==> config.mk <==
export PLATFORM = sky130hd
export DESIGN_NAME = tt_btn_conditioner
export DESIGN_NICKNAME = d
export VERILOG_FILES = /design/src/rtl/tt_btn_conditioner.sv
export SDC_FILE = /design/constraint.sdc
export NUM_CORES = 1
export LEC_CHECK = 0
export ABC_AREA = 0
export CAP_MARGIN = 20
export CELL_PAD_IN_SITES_DETAIL_PLACEMENT = 1
export CELL_PAD_IN_SITES_GLOBAL_PLACEMENT = 1
export CORE_MARGIN = 10
export CORE_UTILIZATION = 30
export CTS_BUF_LIST = sky130_fd_sc_hd__clkbuf_4 sky130_fd_sc_hd__clkbuf_8
export DETAILED_ROUTE_END_ITERATION = 7
export HOLD_SLACK_MARGIN = 0.02
export PLACE_DENSITY_LB_ADDON = 0.1
export SLEW_MARGIN = 20
export SYNTH_ARGS = -nofsm -noshare
export SYNTH_HDL_FRONTEND = slang
export SYNTH_SLANG_ARGS = --single-unit
==> constraint.sdc <==
create_clock -name clk_i -period 2.6 [get_ports clk_i]
set_input_delay 0.65 -clock clk_i [delete_from_list [all_inputs] [get_ports clk_i]]
set_output_delay 0.65 -clock clk_i [all_outputs]
set_load 0.02 [all_outputs]
==> src/rtl/tt_btn_conditioner.sv <==
// Six-button front-end: 2-flop sync, per-bit debounce, per-pair press/hold/auto-repeat FSM.
// First pulse 2+DEBOUNCE_CYCLES+1 cycles after a clean press; registered 1-cycle pulses, no backpressure.
module tt_btn_conditioner #(
  parameter int DEBOUNCE_CYCLES = 1000,
  parameter int HOLD_CYCLES     = 500000,
  parameter int REPEAT_CYCLES   = 100000
) (
  input  logic       clk_i,
  input  logic       rstn_i,
  input  logic [5:0] btn_i,
  input  logic       repeat_en_i,
  output logic [1:0] hour_id_o,
  output logic [1:0] minute_id_o,
  output logic [1:0] seconds_id_o
);

  localparam int DW   = $clog2(DEBOUNCE_CYCLES);
  localparam int TMAX = (HOLD_CYCLES > REPEAT_CYCLES) ? HOLD_CYCLES : REPEAT_CYCLES;
  localparam int TW   = $clog2(TMAX);
  localparam logic [DW-1:0] DB_LAST   = DW'(DEBOUNCE_CYCLES - 1);
  localparam logic [TW-1:0] HOLD_LAST = TW'(HOLD_CYCLES - 1);
  localparam logic [TW-1:0] REP_LAST  = TW'(REPEAT_CYCLES - 1);

  typedef enum logic [1:0] {S_IDLE, S_HOLD, S_REPEAT} state_t;

  logic [5:0]    sync1_q, sync2_q;
  logic [5:0]    db_q, db_d;
  logic [DW-1:0] cnt_q [6];
  logic [DW-1:0] cnt_d [6];
  logic [5:0]    pair_id;

  always_ff @(posedge clk_i) begin
    if (!rstn_i) begin
      sync1_q <= '0;
      sync2_q <= '0;
    end else begin
      sync1_q <= btn_i;
      sync2_q <= sync1_q;
    end
  end

  // A mismatch must persist DEBOUNCE_CYCLES consecutive cycles; any agreement restarts the count.
  always_comb begin
    db_d = db_q;
    for (int b = 0; b < 6; b++) begin
      cnt_d[b] = '0;
      if (sync2_q[b] != db_q[b]) begin
        if (cnt_q[b] == DB_LAST) db_d[b] = sync2_q[b];
        else                     cnt_d[b] = cnt_q[b] + DW'(1);
      end
    end
  end

  always_ff @(posedge clk_i) begin
    if (!rstn_i) begin
      db_q <= '0;
      for (int b = 0; b < 6; b++) cnt_q[b] <= '0;
    end else begin
      db_q <= db_d;
      for (int b = 0; b < 6; b++) cnt_q[b] <= cnt_d[b];
    end
  end

  for (genvar g = 0; g < 3; g++) begin : gen_pair
    state_t        state_q, state_d;
    logic          dir_q, dir_d;
    logic [TW-1:0] tmr_q, tmr_d;
    logic [1:0]    pat, dir_pat, pulse_d, id_q;
    logic          single, match;

    assign pat     = db_q[2*g +: 2];
    assign single  = (pat == 2'b10) || (pat == 2'b01);
    assign dir_pat = dir_q ? 2'b10 : 2'b01;
    assign match   = (pat == dir_pat);

    always_ff @(posedge clk_i) begin
      if (!rstn_i) begin
        state_q <= S_IDLE;
        dir_q   <= 1'b0;
        tmr_q   <= '0;
      end else begin
        state_q <= state_d;
        dir_q   <= dir_d;
        tmr_q   <= tmr_d;
      end
    end

    always_comb begin
      state_d = state_q;
      dir_d   = dir_q;
      tmr_d   = tmr_q;
      unique case (state_q)
        S_IDLE: begin
          if (single) begin
            dir_d   = pat[1];
            tmr_d   = '0;
            state_d = S_HOLD;
          end
        end
        S_HOLD: begin
          if (!match)              state_d = S_IDLE;
          else if (!repeat_en_i)   tmr_d   = '0;
          else if (tmr_q == HOLD_LAST) begin
            tmr_d   = '0;
            state_d = S_REPEAT;
          end else                 tmr_d   = tmr_q + TW'(1);
        end
        S_REPEAT: begin
          if (!match)              state_d = S_IDLE;
          else if (!repeat_en_i) begin
            tmr_d   = '0;
            state_d = S_HOLD;
          end else if (tmr_q == REP_LAST) tmr_d = '0;
          else                     tmr_d   = tmr_q + TW'(1);
        end
        default:                   state_d = S_IDLE;
      endcase
    end

    always_comb begin
      pulse_d = 2'b00;
      unique case (state_q)
        S_IDLE:   if (single) pulse_d = pat;
        S_HOLD:   if (match && repeat_en_i && tmr_q == HOLD_LAST) pulse_d = dir_pat;
        S_REPEAT: if (match && repeat_en_i && tmr_q == REP_LAST)  pulse_d = dir_pat;
        default:  pulse_d = 2'b00;
      endcase
    end

    always_ff @(posedge clk_i) begin
      if (!rstn_i) id_q <= 2'b00;
      else         id_q <= pulse_d;
    end

    assign pair_id[2*g +: 2] = id_q;
  end

  assign seconds_id_o = pair_id[1:0];
  assign minute_id_o  = pair_id[3:2];
  assign hour_id_o    = pair_id[5:4];

endmodule

* Word-level counts from Yosys, hierarchy flattened
Memories as Yosys holds them, arrays and structs flattened.
Cells that the tools add are included.
** Cells by class
- Divide/modulo/power cells :: 0
- Bitwise gates (word level) :: 6
- Add/sub/neg operators :: 9
- Reductions and logical operators :: 33
- Equality and inequality tests :: 51
- Mux-type cells :: 78
- Multiply operators :: 0
- Shifts and indexed selects :: 0
- Order comparisons :: 0
** Operators with widths (number)
- $mux 19 :: 21
- $mux 10 :: 18
- $pmux 19 s3 :: 3
- $add 10x1->10 const B :: 6
- $eq 10x10->1 const B :: 6
- $add 19x1->19 const B :: 3
- $eq 19x17->1 const B :: 3
- $eq 19x19->1 const B :: 3
- $mux 2 :: 28
- $pmux 2 s3 :: 6
- $ne 3x3->1 const B :: 9
- $reduce_and 4->1 :: 6
- $ne 2x2->1 const B :: 9
- $reduce_and 2->1 :: 9
- $eq 2x1->1 const B :: 6
- $eq 2x2->1 const B :: 6
- $logic_and 1x1->1 :: 9
- $reduce_bool 3->1 :: 3
- $eq 2x2->1 :: 3
- $logic_not 2->1 :: 3
- $ne 1x1->1 :: 6
- $or 1x1->1 :: 6
- $logic_or 1x1->1 :: 3
- $mux 1 :: 2
** Word-level totals
- Latch bits :: 0
- Input bits :: 9
- Memories :: 1
- Bits in registers :: 90
- Word-level logic and storage cells :: 198
- Memory bits (read-only) :: 0
- Memory bits (writable) :: 60
** Memories
- cnt_q :: depth 6, bits a word 10, read ports 6, clocked after memory_dff 0, write ports 6, line 28 : logic [DW-1:0] cnt_q [6];

* Depth between registers and ports, before layout
- Depth in word-level cells :: 6
- Depth in mapped cells :: 8
- Gate-level depth less buffers :: 8

* Least setup slack after synthesis
Ideal clock, no wire load.
- Kind :: reg2reg
- Start :: reg gen_pair[1].tmr_q[0]
- End :: reg gen_pair[1].tmr_q[8]
- Path buffers :: 1
- Data required time :: 2.485 ns
- Setup slack :: 0.459 ns
- Clock period less this slack :: 2.141 ns
- Setup time :: 0.115 ns
- Data arrival time :: 2.027 ns
- Stages on the path, launching flop included :: 9
- Cells stage by stage :: dfxtp_1 > ha_1 > and4_1 > nand3_1 > or4_4 > a22oi_4 > a2bb2oi_4 > buf_6 > nor2_1
** Between the ends
- Cells in the longest elaborated chain, start to end :: 5
** RTL lines
- start, declared :: line 67 : logic [TW-1:0] tmr_q, tmr_d;
- start signal, assigned :: line 84 : tmr_q <= tmr_d;
- $add 19x1->19, or another cell as far along :: line 106, 114
- $mux 19, on equally long branches :: line 113, 103
- $mux 19, on equally long branches :: line 110, 102
- $mux 19, on equally long branches :: line 109, 101
- $pmux 19 s3 * :: line 92 : unique case (state_q)
Every way passes the cells marked *; elsewhere a longest branch is shown, timed or not. The select of a mux whose other input is x is not followed.
A chain may end at the register's enable or synchronous reset.

* Worst setup path after layout
- Start :: reg gen_pair[0].tmr_q[0]
- End :: reg gen_pair[0].state_q[0]
** Between the ends
- Cells in the longest elaborated chain, start to end :: 3
** RTL lines
- start, declared :: line 67
- start signal, assigned :: line 84
- $eq 19x19->1 :: line 103 : else if (tmr_q == HOLD_LAST) begin
- $ne 3x3->1 (no line)
- $reduce_and 4->1 (no line)
- end signal, assigned :: line 82 : state_q <= state_d;
- end, declared :: line 65 : state_t state_q, state_d;
No other way between the ends.

==> results.json <==
{
  "hp-start": "cnt_q[1][0]",
  "power_density_mw_per_mm2": 568,
  "tritoncts": "built",
  "status": "complete, no violations",
  "cp_data_arrival_time_ps": 2620,
  "end_kind": "register",
  "slew_headroom_pct": 44.5,
  "drcViolationCount": 0,
  "r2r-start": "gen_pair[0].tmr_q[0]",
  "fmax_mhz": 436,
  "synth_cell_type_count": 59,
  "cts_buffers": 17,
  "grt_pass1_wl_um": 28000,
  "grt_usage_pct": 11.0,
  "row_count": 55,
  "core_mm2": 0.0228,
  "synth.avg_cell_area_um2": 8.67,
  "io_pins": 15,
  "synth-main-ff-cell": "dfxtp_1",
  "grt_overflow": 0,
  "slew_viol_final": 0,
  "crit_path_start": "gen_pair[0].tmr_q[0]",
  "synthToLayoutAreaGrowth_pct": 14.0,
  "port_buffers": 14,
  "cts_max_path_buffers": 2,
  "clock_latency_ps": 460,
  "setup_ws_ps": 306,
  "clkSlewWorstSetupHoldPaths_ps": 90,
  "rsz0062_at_grt": "false",
  "cp.required_ps": 2930,
  "final.setup.tns_ps": 0,
  "synthArstFlopShare_pct": 0,
  "grt_max_degree": 20,
  "period_share_pct": 88.2,
  "first_iter_violations": 159,
  "seqCellArea_mm2": 0.00300,
  "finalSetupViolations": 0,
  "period_needed_ps": 2290,
  "syn-instance-count": 810,
  "clock_sinks": 150,
  "grt_pass1_vias": 5938,
  "vias": 5653,
  "reg2reg_depth": 6,
  "fill_cells": 2730,
  "path_class": "reg -> reg",
  "synth_sequential_area_ratio_pct": 42.8,
  "drtPass1Iterations": 4,
  "place_hpwl_um": 11700,
  "vias_per_cell": 4.84,
  "routabilityCongestion": 0.762,
  "fin_util_pct": 35.0,
  "die_y_um": 173,
  "worstMarginPinSlew_ps": 819,
  "fp.dieW_um": 173,
  "yosys.area.top_type_share_pct": 42.8,
  "antenna_found_initial": 0,
  "hold_path_depth": 1,
  "pre_cts_slack_ps": 120,
  "skew_ps": 16.3,
  "synth-edff-count": 0,
  "ctsHoldBuffers": 0,
  "post_synth_main_area_contributors": "dfxtp_1 (43%), nor2_1 (7.3%), xor2_1 (6.1%)",
  "ys_ff_latch": 150,
  "hp-class": "reg -> reg",
  "ant_nets": 0,
  "cts_resized": 0,
  "layout-drive-gt1-share_pct": 8.29,
  "start_util_pct": 30.7,
  "netlist_area_mm2": 0.00702,
  "die_area_mm2": 0.0299,
  "routedWlPerCell_um": 13.9,
  "num-nets-final": 879,
  "peakVddDrop_v": 0.000229,
  "synth_fp_nets": 846,
  "htree_levels": 4,
  "cp-start-kind": "register",
  "report.final.hold_viol_count": 0,
  "yosys_warnings": 0,
  "clock-root-buffer": "clkbuf_8",
  "maxCapViolations": 0,
  "crit_fanout": 4,
  "multi_input_area_mm2": 0.00382,
  "n_antenna_cell": 0,
  "cts_setup_buffers": 0,
  "p_leak_nw": 2.75,
  "yosysTopAreaCell": "dfxtp_1",
  "wl_um": 16200
}
## cells in the mapped netlist, types with 15 or more instances
library cell and instances:
nor3_1 15, dfxtp_1 150, nand3_1 57, nand4_1 29, ha_1 27, inv_1 31, a21oi_1 21, nand2_1 77
nor2_1 136, and3_1 20, xnor2_1 36, and2_1 20, xor2_1 49
## worst paths after layout
path | slack (ps) | to
worst max-delay path | 310 | gen_pair[0].state_q[0]
worst min-delay path | 440 | cnt_q[1][0]
worst min register to register | 440 | cnt_q[1][0]
worst max register to register | 310 | gen_pair[0].state_q[0]
## through the flow
stage / hold slack, ps / power, mW / area, um2 / std cells
floorplan: 412 / 2.61 / 7020 / 810
global placement: 419 / 2.70 / 7580 / 1136
detailed placement: 423 / 2.71 / 7580 / 1136
CTS: 444 / 4.64 / 7990 / 1168
global route: 472 / 4.78 / 8010 / 1169
finish: 439 / 4.55 / 8010 / 1169
## final cells by class
| type | count | area share [%] |
|---|---|---|
| Timing Repair Buffer | 29 | 3.25 |
| Multi-Input combinational cell | 613 | 47.8 |
| Sequential cell | 150 | 37.5 |
| Clock inverter | 13 | 1.83 |
| Inverter | 32 | 1.50 |
| Clock buffer | 19 | 3.27 |
| Tap cell | 313 | 4.89 |
## cells by family (layout without fill, tap and decap cells)
family,after synthesis,after routing,synth area share (%)
AOI/OAI and AO/OA,74,74,7.95
xor gates and xnor gates,85,85,10.6
adders and majority gates,27,27,4.81
buffers and inverters,47,93,2.76
DFF,150,150,42.8
muxes,13,13,1.85
and+or+nand+nor,414,414,29.3
## flip-flops by register name, summed over array words and instances, names as in the netlist
register / cells
hour_id_o: 2
sync2_q: 6
gen_pair.tmr_q: 57
db_q: 6
sync1_q: 6
gen_pair.dir_q: 3
seconds_id_o: 2
cnt_q: 60
gen_pair.state_q: 6
minute_id_o: 2
## routing by layer
metal  GRT usage (%)  vias to the layer above  part of all wire, %
met3            2.64                       20                  2.1
met2            19.1                       35                   49
met4            3.92                        0                  1.4
met1            13.0                     2729                   47
met5               0                        -                    0
li1                -                     2869                    -
## critical path, cell delays in order, from the launching register on
cell and delay, ps:
dfxtp_1 400, ha_1 220, nand3_1 130, or4_4 600, a311oi_1 510, mux2i_1 260, nor2_1 50
## where the power goes
group          internal, mW  switching, mW
registers              2.32         0.0209
clock network         0.917          0.967
logic                 0.125          0.197
## layout by cell type, fill, tap and decap left out, types with 11 or more instances in the layout
cell,synthesis,layout
dfxtp_1,150,150
nor2_1,136,136
nand2_1,77,77
nand3_1,57,57
xor2_1,49,49
xnor2_1,36,36
inv_1,31,31
nand4_1,29,29
ha_1,27,27
a21oi_1,21,21
and3_1,20,20
and2_1,20,20
clkbuf_8,0,19
nor3_1,15,15
buf_4,0,14
mux2i_1,13,13
clkdlybuf4s50_1,0,13
or3_1,11,11
No activity file was read; power rests on OpenSTA's default activity.
